## config.mk

```make
export PLATFORM = sky130hd
export DESIGN_NAME = mio_bus_responder_flat
export DESIGN_NICKNAME = d
export VERILOG_FILES = /design/src/rtl/mio_bus_responder_pkg.sv /design/src/rtl/mio_bus_responder_if.sv /design/src/rtl/mio_bus_responder_decode.sv /design/src/rtl/mio_bus_responder.sv /design/src/flat_wrapper.sv
export SDC_FILE = /design/constraint.sdc
export NUM_CORES = 1
export LEC_CHECK = 0
export ABC_AREA = 0
export CELL_PAD_IN_SITES_DETAIL_PLACEMENT = 0
export CELL_PAD_IN_SITES_GLOBAL_PLACEMENT = 1
export CORE_MARGIN = 2
export CORE_UTILIZATION = 30
export DETAILED_ROUTE_END_ITERATION = 10
export PLACE_DENSITY = 0.79
export SKIP_LAST_GASP = 1
export SYNTH_ARGS = -nofsm -noshare
export SYNTH_HDL_FRONTEND = slang
export SYNTH_SLANG_ARGS = --single-unit
```

## constraint.sdc

```tcl
create_clock -name clk -period 4.9 [get_ports clk]
set_input_delay 1.225 -clock clk [delete_from_list [all_inputs] [get_ports clk]]
set_output_delay 1.225 -clock clk [all_outputs]
set_load 0.05 [all_outputs]
```

## src/rtl/mio_bus_responder_pkg.sv

```systemverilog
// ============================================================================
// mio_pkg : shared encodings for the MIO bus responder
// Revision: 1.0 - initial release
// ============================================================================
`default_nettype none

package mio_pkg;

  typedef enum logic [2:0] {
    ST_IDLE   = 3'd0,
    ST_ACCESS = 3'd1,
    ST_WAIT   = 3'd2,
    ST_READY  = 3'd3,
    ST_TURN   = 3'd4
  } state_t;

  localparam logic [3:0] REGION_RAM  = 4'h0;
  localparam logic [3:0] REGION_GPIO = 4'hE;
  localparam logic [3:0] REGION_CNT  = 4'hF;

  localparam logic [31:0] GPIO_BASE    = 32'hE000_0000;
  localparam logic [31:0] CNT_BASE     = 32'hF000_0000;
  localparam logic [31:0] ERR_CLR_ADDR = GPIO_BASE + 32'h4;

  typedef enum logic [1:0] {
    SEL_RAM  = 2'd0,
    SEL_GPIO = 2'd1,
    SEL_CNT  = 2'd2,
    SEL_NONE = 2'd3
  } sel_t;

endpackage

`default_nettype wire

```

## src/rtl/mio_bus_responder_if.sv

```systemverilog
// ============================================================================
// mio_bus_if : CPU-side MIO request/response handshake
// Revision: 1.0 - initial release
// ============================================================================
`default_nettype none

interface mio_bus_if;
  logic        MemRead;
  logic        MemWrite;
  logic        CPU_MIO;
  logic [31:0] addr_bus;
  logic [31:0] data_from_CPU;
  logic [31:0] data_to_CPU;
  logic        MIO_ready;

  modport master (
    output MemRead, MemWrite, CPU_MIO, addr_bus, data_from_CPU,
    input  data_to_CPU, MIO_ready
  );

  modport slave (
    input  MemRead, MemWrite, CPU_MIO, addr_bus, data_from_CPU,
    output data_to_CPU, MIO_ready
  );
endinterface

`default_nettype wire

```

## src/rtl/mio_bus_responder_decode.sv

```systemverilog
// ============================================================================
// mio_addr_decode : region select from addr[31:28] with unmapped flag
// Revision: 1.0 - initial release
// ============================================================================
`default_nettype none

module mio_addr_decode
  import mio_pkg::*;
(
  input  logic [3:0] region,
  output sel_t       sel,
  output logic       unmapped
);

  always_comb begin
    sel      = SEL_NONE;
    unmapped = 1'b1;
    case (region)
      REGION_RAM:  begin sel = SEL_RAM;  unmapped = 1'b0; end
      REGION_GPIO: begin sel = SEL_GPIO; unmapped = 1'b0; end
      REGION_CNT:  begin sel = SEL_CNT;  unmapped = 1'b0; end
      default:     begin sel = SEL_NONE; unmapped = 1'b1; end
    endcase
  end

endmodule

`default_nettype wire

```

## src/rtl/mio_bus_responder.sv

```systemverilog
// ============================================================================
// mio_bus_responder : MIO bus responder for RAM, GPIO and cycle counter
// Optional: MIO_BUSERR_EN adds sticky bus_err / err_addr capture
// Revision: 1.0 - initial release
// ============================================================================
`default_nettype none

module mio_bus_responder
  import mio_pkg::*;
#(
  parameter int RAM_AW  = 10,
  parameter int RAM_LAT = 2
) (
  input  logic              clk,
  input  logic              reset,
  mio_bus_if.slave          bus,
  output logic              ram_en,
  output logic              ram_we,
  output logic [RAM_AW-1:0] ram_addr,
  output logic [31:0]       ram_din,
  input  logic [31:0]       ram_dout,
  input  logic [15:0]       sw_in,
  output logic [15:0]       led_out
`ifdef MIO_BUSERR_EN
  ,
  output logic              bus_err,
  output logic [31:0]       err_addr
`endif
);

  localparam logic [3:0] WAIT_LAST = 4'(RAM_LAT - 2);

  state_t      state;
  logic [3:0]  wait_cnt;
  sel_t        sel_q;
  logic        wr_q;
  logic [31:0] wdata_q;
  logic [31:0] rd_hold;
  logic [31:0] cycle_cnt;

  sel_t        sel_d;
  logic        unmapped_d;
  logic        req;
  logic        unused_addr;

`ifdef MIO_BUSERR_EN
  logic        clr_q;
`endif

  assign req         = bus.CPU_MIO & (bus.MemRead | bus.MemWrite);
  assign unused_addr = ^bus.addr_bus;

  mio_addr_decode u_decode (
    .region   (bus.addr_bus[31:28]),
    .sel      (sel_d),
    .unmapped (unmapped_d)
  );

  // Free-running counter; a write in ACCESS replaces that cycle's increment.
  always_ff @(posedge clk) begin
    if (reset) begin
      cycle_cnt <= 32'h0;
    end else if (state == ST_ACCESS && wr_q && sel_q == SEL_CNT) begin
      cycle_cnt <= wdata_q;
    end else begin
      cycle_cnt <= cycle_cnt + 32'h1;
    end
  end

  always_ff @(posedge clk) begin
    if (reset) begin
      state           <= ST_IDLE;
      bus.MIO_ready   <= 1'b0;
      bus.data_to_CPU <= 32'h0;
      led_out         <= 16'h0;
      ram_en          <= 1'b0;
      ram_we          <= 1'b0;
      ram_addr        <= '0;
      ram_din         <= 32'h0;
      wait_cnt        <= 4'h0;
      sel_q           <= SEL_NONE;
      wr_q            <= 1'b0;
      wdata_q         <= 32'h0;
      rd_hold         <= 32'h0;
`ifdef MIO_BUSERR_EN
      bus_err         <= 1'b0;
      err_addr        <= 32'h0;
      clr_q           <= 1'b0;
`endif
    end else begin
      case (state)
        ST_IDLE: begin
          if (req) begin
            state    <= ST_ACCESS;
            sel_q    <= sel_d;
            wr_q     <= bus.MemWrite;
            wdata_q  <= bus.data_from_CPU;
            ram_addr <= bus.addr_bus[RAM_AW+1:2];
            ram_din  <= bus.data_from_CPU;
            ram_en   <= (sel_d == SEL_RAM);
            ram_we   <= bus.MemWrite & (sel_d == SEL_RAM);
`ifdef MIO_BUSERR_EN
            clr_q    <= bus.MemWrite & (bus.addr_bus[31:2] == ERR_CLR_ADDR[31:2]);
            if (unmapped_d && !bus_err) begin
              bus_err  <= 1'b1;
              err_addr <= bus.addr_bus;
            end
`endif
          end
        end
        ST_ACCESS: begin
          state    <= ST_WAIT;
          ram_en   <= 1'b0;
          ram_we   <= 1'b0;
          wait_cnt <= 4'h0;
          if (wr_q && sel_q == SEL_GPIO) begin
            led_out <= wdata_q[15:0];
          end
          case (sel_q)
            SEL_CNT:  rd_hold <= cycle_cnt;
            SEL_GPIO: rd_hold <= {16'h0, sw_in};
            default:  rd_hold <= 32'h0;
          endcase
`ifdef MIO_BUSERR_EN
          if (clr_q) begin
            bus_err  <= 1'b0;
            err_addr <= 32'h0;
          end
`endif
        end
        ST_WAIT: begin
          // RAM data arrives the cycle after the strobe and is held there.
          if (wait_cnt == 4'h0 && !wr_q) begin
            bus.data_to_CPU <= (sel_q == SEL_RAM) ? ram_dout : rd_hold;
          end
          if (wait_cnt == WAIT_LAST) begin
            state         <= ST_READY;
            bus.MIO_ready <= 1'b1;
          end else begin
            wait_cnt <= wait_cnt + 4'h1;
          end
        end
        ST_READY: begin
          state         <= ST_TURN;
          bus.MIO_ready <= 1'b0;
        end
        ST_TURN: begin
          state <= ST_IDLE;
        end
        default: begin
          state         <= ST_IDLE;
          bus.MIO_ready <= 1'b0;
        end
      endcase
    end
  end

endmodule

`default_nettype wire

```

## src/flat_wrapper.sv

```systemverilog
// flat-port wrapper written by rule: the top's interface ports become plain ports
module mio_bus_responder_flat import mio_pkg::*;
#(
  parameter int RAM_AW  = 10,
  parameter int RAM_LAT = 2
)
  (clk, reset, ram_en, ram_we, ram_addr, ram_din, ram_dout, sw_in, led_out, bus_MemRead, bus_MemWrite, bus_CPU_MIO, bus_addr_bus, bus_data_from_CPU, bus_data_to_CPU, bus_MIO_ready);
  mio_bus_if bus_i ();
  input  logic clk;
  input  logic reset;
  output logic ram_en;
  output logic ram_we;
  output logic [RAM_AW-1:0] ram_addr;
  output logic [31:0] ram_din;
  input  logic [31:0] ram_dout;
  input  logic [15:0] sw_in;
  output logic [15:0] led_out;
  input wire logic [$bits(bus_i.MemRead)-1:0] bus_MemRead;
  input wire logic [$bits(bus_i.MemWrite)-1:0] bus_MemWrite;
  input wire logic [$bits(bus_i.CPU_MIO)-1:0] bus_CPU_MIO;
  input wire logic [$bits(bus_i.addr_bus)-1:0] bus_addr_bus;
  input wire logic [$bits(bus_i.data_from_CPU)-1:0] bus_data_from_CPU;
  output wire logic [$bits(bus_i.data_to_CPU)-1:0] bus_data_to_CPU;
  output wire logic [$bits(bus_i.MIO_ready)-1:0] bus_MIO_ready;
  assign bus_i.MemRead = bus_MemRead;
  assign bus_i.MemWrite = bus_MemWrite;
  assign bus_i.CPU_MIO = bus_CPU_MIO;
  assign bus_i.addr_bus = bus_addr_bus;
  assign bus_i.data_from_CPU = bus_data_from_CPU;
  assign bus_data_to_CPU = bus_i.data_to_CPU;
  assign bus_MIO_ready = bus_i.MIO_ready;
  mio_bus_responder #(.RAM_AW(RAM_AW), .RAM_LAT(RAM_LAT)) u_core (.clk(clk), .reset(reset), .bus(bus_i), .ram_en(ram_en), .ram_we(ram_we), .ram_addr(ram_addr), .ram_din(ram_din), .ram_dout(ram_dout), .sw_in(sw_in), .led_out(led_out));
endmodule
```

==> results summary <==
The run finished with clean final reports. The number of cells in the design after placement is 1,205. The setup slack of the critical path after layout is 1.945 ns. The library cell used most frequently in the layout, excluding fill and tap cells, is sky130_fd_sc_hd__clkdlybuf4s50_1. The overall die width came out at 155.4 um.

The final cell count without fillers is 1,237. The number of endpoints with negative hold slack in the final report came to 0. The largest net degree at the start of global routing came out at 89. At the placement stage, the worst setup path has a slack of 1.596 ns. The wire length of the first global-routing pass is 31.81 mm. The detailed-route wire length is 20.24 mm.

The maximum level of the CTS H-tree is 4. The number of global-route vias before repair came out at 5,782. The number of nets in the final layout is 1,062. Clock-pin slew was measured on the worst setup and hold paths at 0.07 ns.

The share of the synthesized area in the top cell type is 0.4863. The number of design rule violations left after detail routing came out at 0. The count of endpoints failing setup in the final report came out at 0. In the synthesized netlist, the number of instances is 787.

The count of routing violations after the opening detailed-route iteration came out at 420. The relative slew slack came out at 0.2149. After detailed routing, no signal wire sits above met4.

The post-route antenna net violation count is 0. The fraction of registers with async set or reset after synthesis is 0. The insertion delay to the later sink of the worst-skew pair is 0.43 ns. The number of cells on the worst reg-to-reg path came out at 4.

The initial antenna violation count is 0. The end point of the most critical hold path is u_core.ram_addr[4]$_SDFFE_PP0P_. The vias per cell came out at 4.984. STA classifies the critical path endpoint as a primary output. The die covers 24,140 um^2. The synthesis-stage register bit count came out at 167. The relative area change from synthesis to final layout is 38.45%.

The floorplan step defined a core boundary enclosing 22,570 um^2. The starting density of the core came out at 0.3046. The routed wire length per instance came out at 16.36 um. The top achievable clock speed is 338.4 MHz. The number of placement rows is 55. Of all cell types, the one taking the most synthesized area is sky130_fd_sc_hd__dfxtp_1. The number of flops mapped to enable cells by yosys came out at 0. The final count of pins violating max slew is 0. STA classifies the critical path startpoint as a flop.

The portion of the post-synthesis area used by sequential elements came out at 0.4863. The number of library cell types mapped by synthesis is 43. Broken down by cell family, the worst path's largest delay share belongs to buffers and inverters. The yosys synthesis warning count is 0. The number of violations of the max-capacitance limit came out at 0. The placed instances occupy a cell area of 8942 um^2.

After global routing the overflow that remains totals 0. Synthesis produced a netlist with a net count of 910. The fraction of final layout cells with drive strength greater than 1 is 0.05777. The data arrival time of the critical path is 1.73 ns. The biggest fanout along the worst timing path came out at 4. In this run the worst hold path is classified as flop to flop. The area of all placed cells without fillers came out at 9519 um^2. Across every metal layer, demand over resource in global routing totals 0.1664. The netlist area before placement is 6875 um^2. The startpoint identified for the worst register-to-register timing path is u_core.state[0]$_SDFFE_PP0P_. In this run the clock root is driven by a sky130_fd_sc_hd__clkbuf_16.

Traced cell by cell, the critical path runs through clkdlybuf4s50_1. The number of top-level pins came out at 210. The largest individual stage delay along the critical path comes from the cell sky130_fd_sc_hd__clkdlybuf4s50_1. TritonCTS built the clock tree.

The count of input and output buffers is 191. The library cells used most frequently in the layout, excluding fill and tap cells, are sky130_fd_sc_hd__clkdlybuf4s50_1, sky130_fd_sc_hd__dfxtp_1, sky130_fd_sc_hd__nand2_1. Post-CTS timing repair inserted 0 buffers for setup. The total number of clock tree sinks came out at 167. The worst stage delay on the critical path is 0.86 ns. The CTS buffer count came out at 17.

The worst-case register-to-register setup slack came out at 2.33 ns. The count of hold-fix buffers inserted at cts is 0. The critical path is of the flop to primary output type. The leakage dissipation is 3.142 nW. The number of optimization iterations in the first detailed-route pass is 7. Ranked by total cell area, the synthesized netlist is headed by sky130_fd_sc_hd__dfxtp_1, sky130_fd_sc_hd__nand2_1, sky130_fd_sc_hd__a211oi_1. The area taken by flip-flops and latches is 3343 um^2. The final total negative setup slack came out at 0 ns. The most used flip-flop cell after synthesis is sky130_fd_sc_hd__dfxtp_1. Summed over all nets, the half-perimeter wirelength after detailed placement is 13.98 mm. The die outline height is 155.4 um.

The antenna cell count came out at 0. The power density over cell area came out at 369.5 nW/um^2. The count of buffer and inverter cells on the critical path came out at 1. The area of the multi-input gates came out at 3254 um^2. The average footprint of a synthesized cell came out at 8.736 um^2. The startpoint identified for the worst hold timing path is u_core.ram_addr[4]$_SDFFE_PP0P_. The number of inserted filler cells in the final layout came out at 2,245.

The worst endpoint required time is 3.67 ns. The actual transition at the worst max-transition pin came out at 1.167 ns. The routability-driven placement congestion ratio is 0.7846.

The met2 wire length is 8.516 mm. The worst register-to-register path ends at u_core.rd_hold[30]$_SDFFE_PP0P_. The number of vias after detailed routing is 6,165. Of the available clock period, the critical path in the final layout requires 0.6031. VDD sags by at most 215.4 uV. For this block, wires on met1 add up to 10.06 mm. The number of instances on the worst hold path came out at 2. The clock skew is 0.01407 ns. Hold timing on the final database bottoms out at a slack of 0.4534 ns.

Gates resized during post-CTS repair numbered 0. Setup repair after global routing left no endpoint under its margin. Counting along the longest clock path gives a buffer depth of 2.

The routed wire length on met3 is 1.421 mm. The worst path in the final design needs a cycle of 2.955 ns, including I/O delays and setup.
metal layers:
layer,global-route usage,vias to the layer above
met5,0,-
met4,0.04849,0
met3,0.05153,17
met2,0.2370,203
met1,0.2404,2813
li1,-,3132
kinds of logic after synthesis:
| logic type | synth area share |
|---|---|
| and+or+nand+nor | 0.2038 |
| AOI/OAI and AO/OA | 0.1849 |
| DFF | 0.4863 |
| buffers and inverters | 0.04440 |
| muxes | 0.04804 |
| xor gates and xnor gates | 0.02166 |
| adders and majority gates | 0.01092 |
Yosys cell counts (3+ instances only):
library cell and count:
sky130_fd_sc_hd__nand3_1 13, sky130_fd_sc_hd__nor3b_1 3, sky130_fd_sc_hd__and3_1 3, sky130_fd_sc_hd__nand2_1 134, sky130_fd_sc_hd__nand4_1 14, sky130_fd_sc_hd__xnor2_1 13
sky130_fd_sc_hd__nor2_1 89, sky130_fd_sc_hd__ha_1 6, sky130_fd_sc_hd__a311oi_1 11, sky130_fd_sc_hd__inv_1 13, sky130_fd_sc_hd__a222oi_1 16, sky130_fd_sc_hd__a21oi_1 66
sky130_fd_sc_hd__or4_1 7, sky130_fd_sc_hd__or2_2 3, sky130_fd_sc_hd__or3_1 11, sky130_fd_sc_hd__a211oi_1 48, sky130_fd_sc_hd__buf_2 7, sky130_fd_sc_hd__o21ai_0 10
sky130_fd_sc_hd__o31ai_1 6, sky130_fd_sc_hd__dfxtp_1 167, sky130_fd_sc_hd__mux2i_1 33, sky130_fd_sc_hd__nor4_1 3, sky130_fd_sc_hd__clkbuf_1 50, sky130_fd_sc_hd__xor2_1 4
sky130_fd_sc_hd__nor3_1 7, sky130_fd_sc_hd__or4_4 3, sky130_fd_sc_hd__buf_1 3, sky130_fd_sc_hd__or3b_2 5, sky130_fd_sc_hd__o2111ai_1 4, sky130_fd_sc_hd__a22o_1 16
worst max-delay path by stage:
stage / from / to / slack, ns / cells past startpoint
2_1_floorplan: bus_MemWrite / u_core.ram_din[10]$_SDFFE_PP0P_ / 2.54 / 5
3_3_place_gp: reset / u_core.rd_hold[27]$_SDFFE_PP0P_ / 1.62 / 4
3_5_place_dp: reset / u_core.rd_hold[26]$_SDFFE_PP0P_ / 1.60 / 4
4_1_cts: u_core.ram_din[3]$_SDFFE_PP0P_ / ram_din[3] / 1.91 / 1
5_1_grt: u_core.ram_din[3]$_SDFFE_PP0P_ / ram_din[3] / 1.88 / 1
6_report: u_core.ram_din[3]$_SDFFE_PP0P_ / ram_din[3] / 1.94 / 1
sequential cells by signal, indices dropped and copies added (netlist names):
signal                  flops
u_core.bus.data_to_CPU     32
u_core.ram_din             32
u_core.ram_en               1
u_core.rd_hold             32
u_core.sel_q                2
u_core.wait_cnt             4
u_core.state                3
u_core.cycle_cnt           32
u_core.bus.MIO_ready        1
u_core.ram_addr            10
u_core.wr_q                 1
u_core.ram_we               1
u_core.led_out             16
report_power, final:
part / internal [W] / total (W) / leakage, nW / switching [W]
Combinational: 0.000252 / 0.000694 / 1.51 / 0.000442
Sequential: 0.00144 / 0.00150 / 1.35 / 0.0000634
Clock: 0.000726 / 0.00132 / 0.278 / 0.000599
Total: 0.00241 / 0.00352 / 3.14 / 0.00110
stage by stage:
step | total power (W) | util
after global routing | 0.003669 | 0.4217
after floorplan | 0.001944 | -
final | 0.003517 | 0.4217
after global placement | 0.002224 | 0.3962
after CTS | 0.003561 | 0.4217
after detailed placement | 0.002229 | 0.3962
cell type report:
class                           count  share of cell area
Sequential cell                   167              0.3512
Multi-Input combinational cell    545              0.3419
Timing Repair Buffer              195              0.2037
Clock buffer                       18             0.04614
Tap cell                          285             0.03746
Clock inverter                     14             0.01446
Inverter                           13            0.005126
No activity file was read; power rests on OpenSTA's default activity.
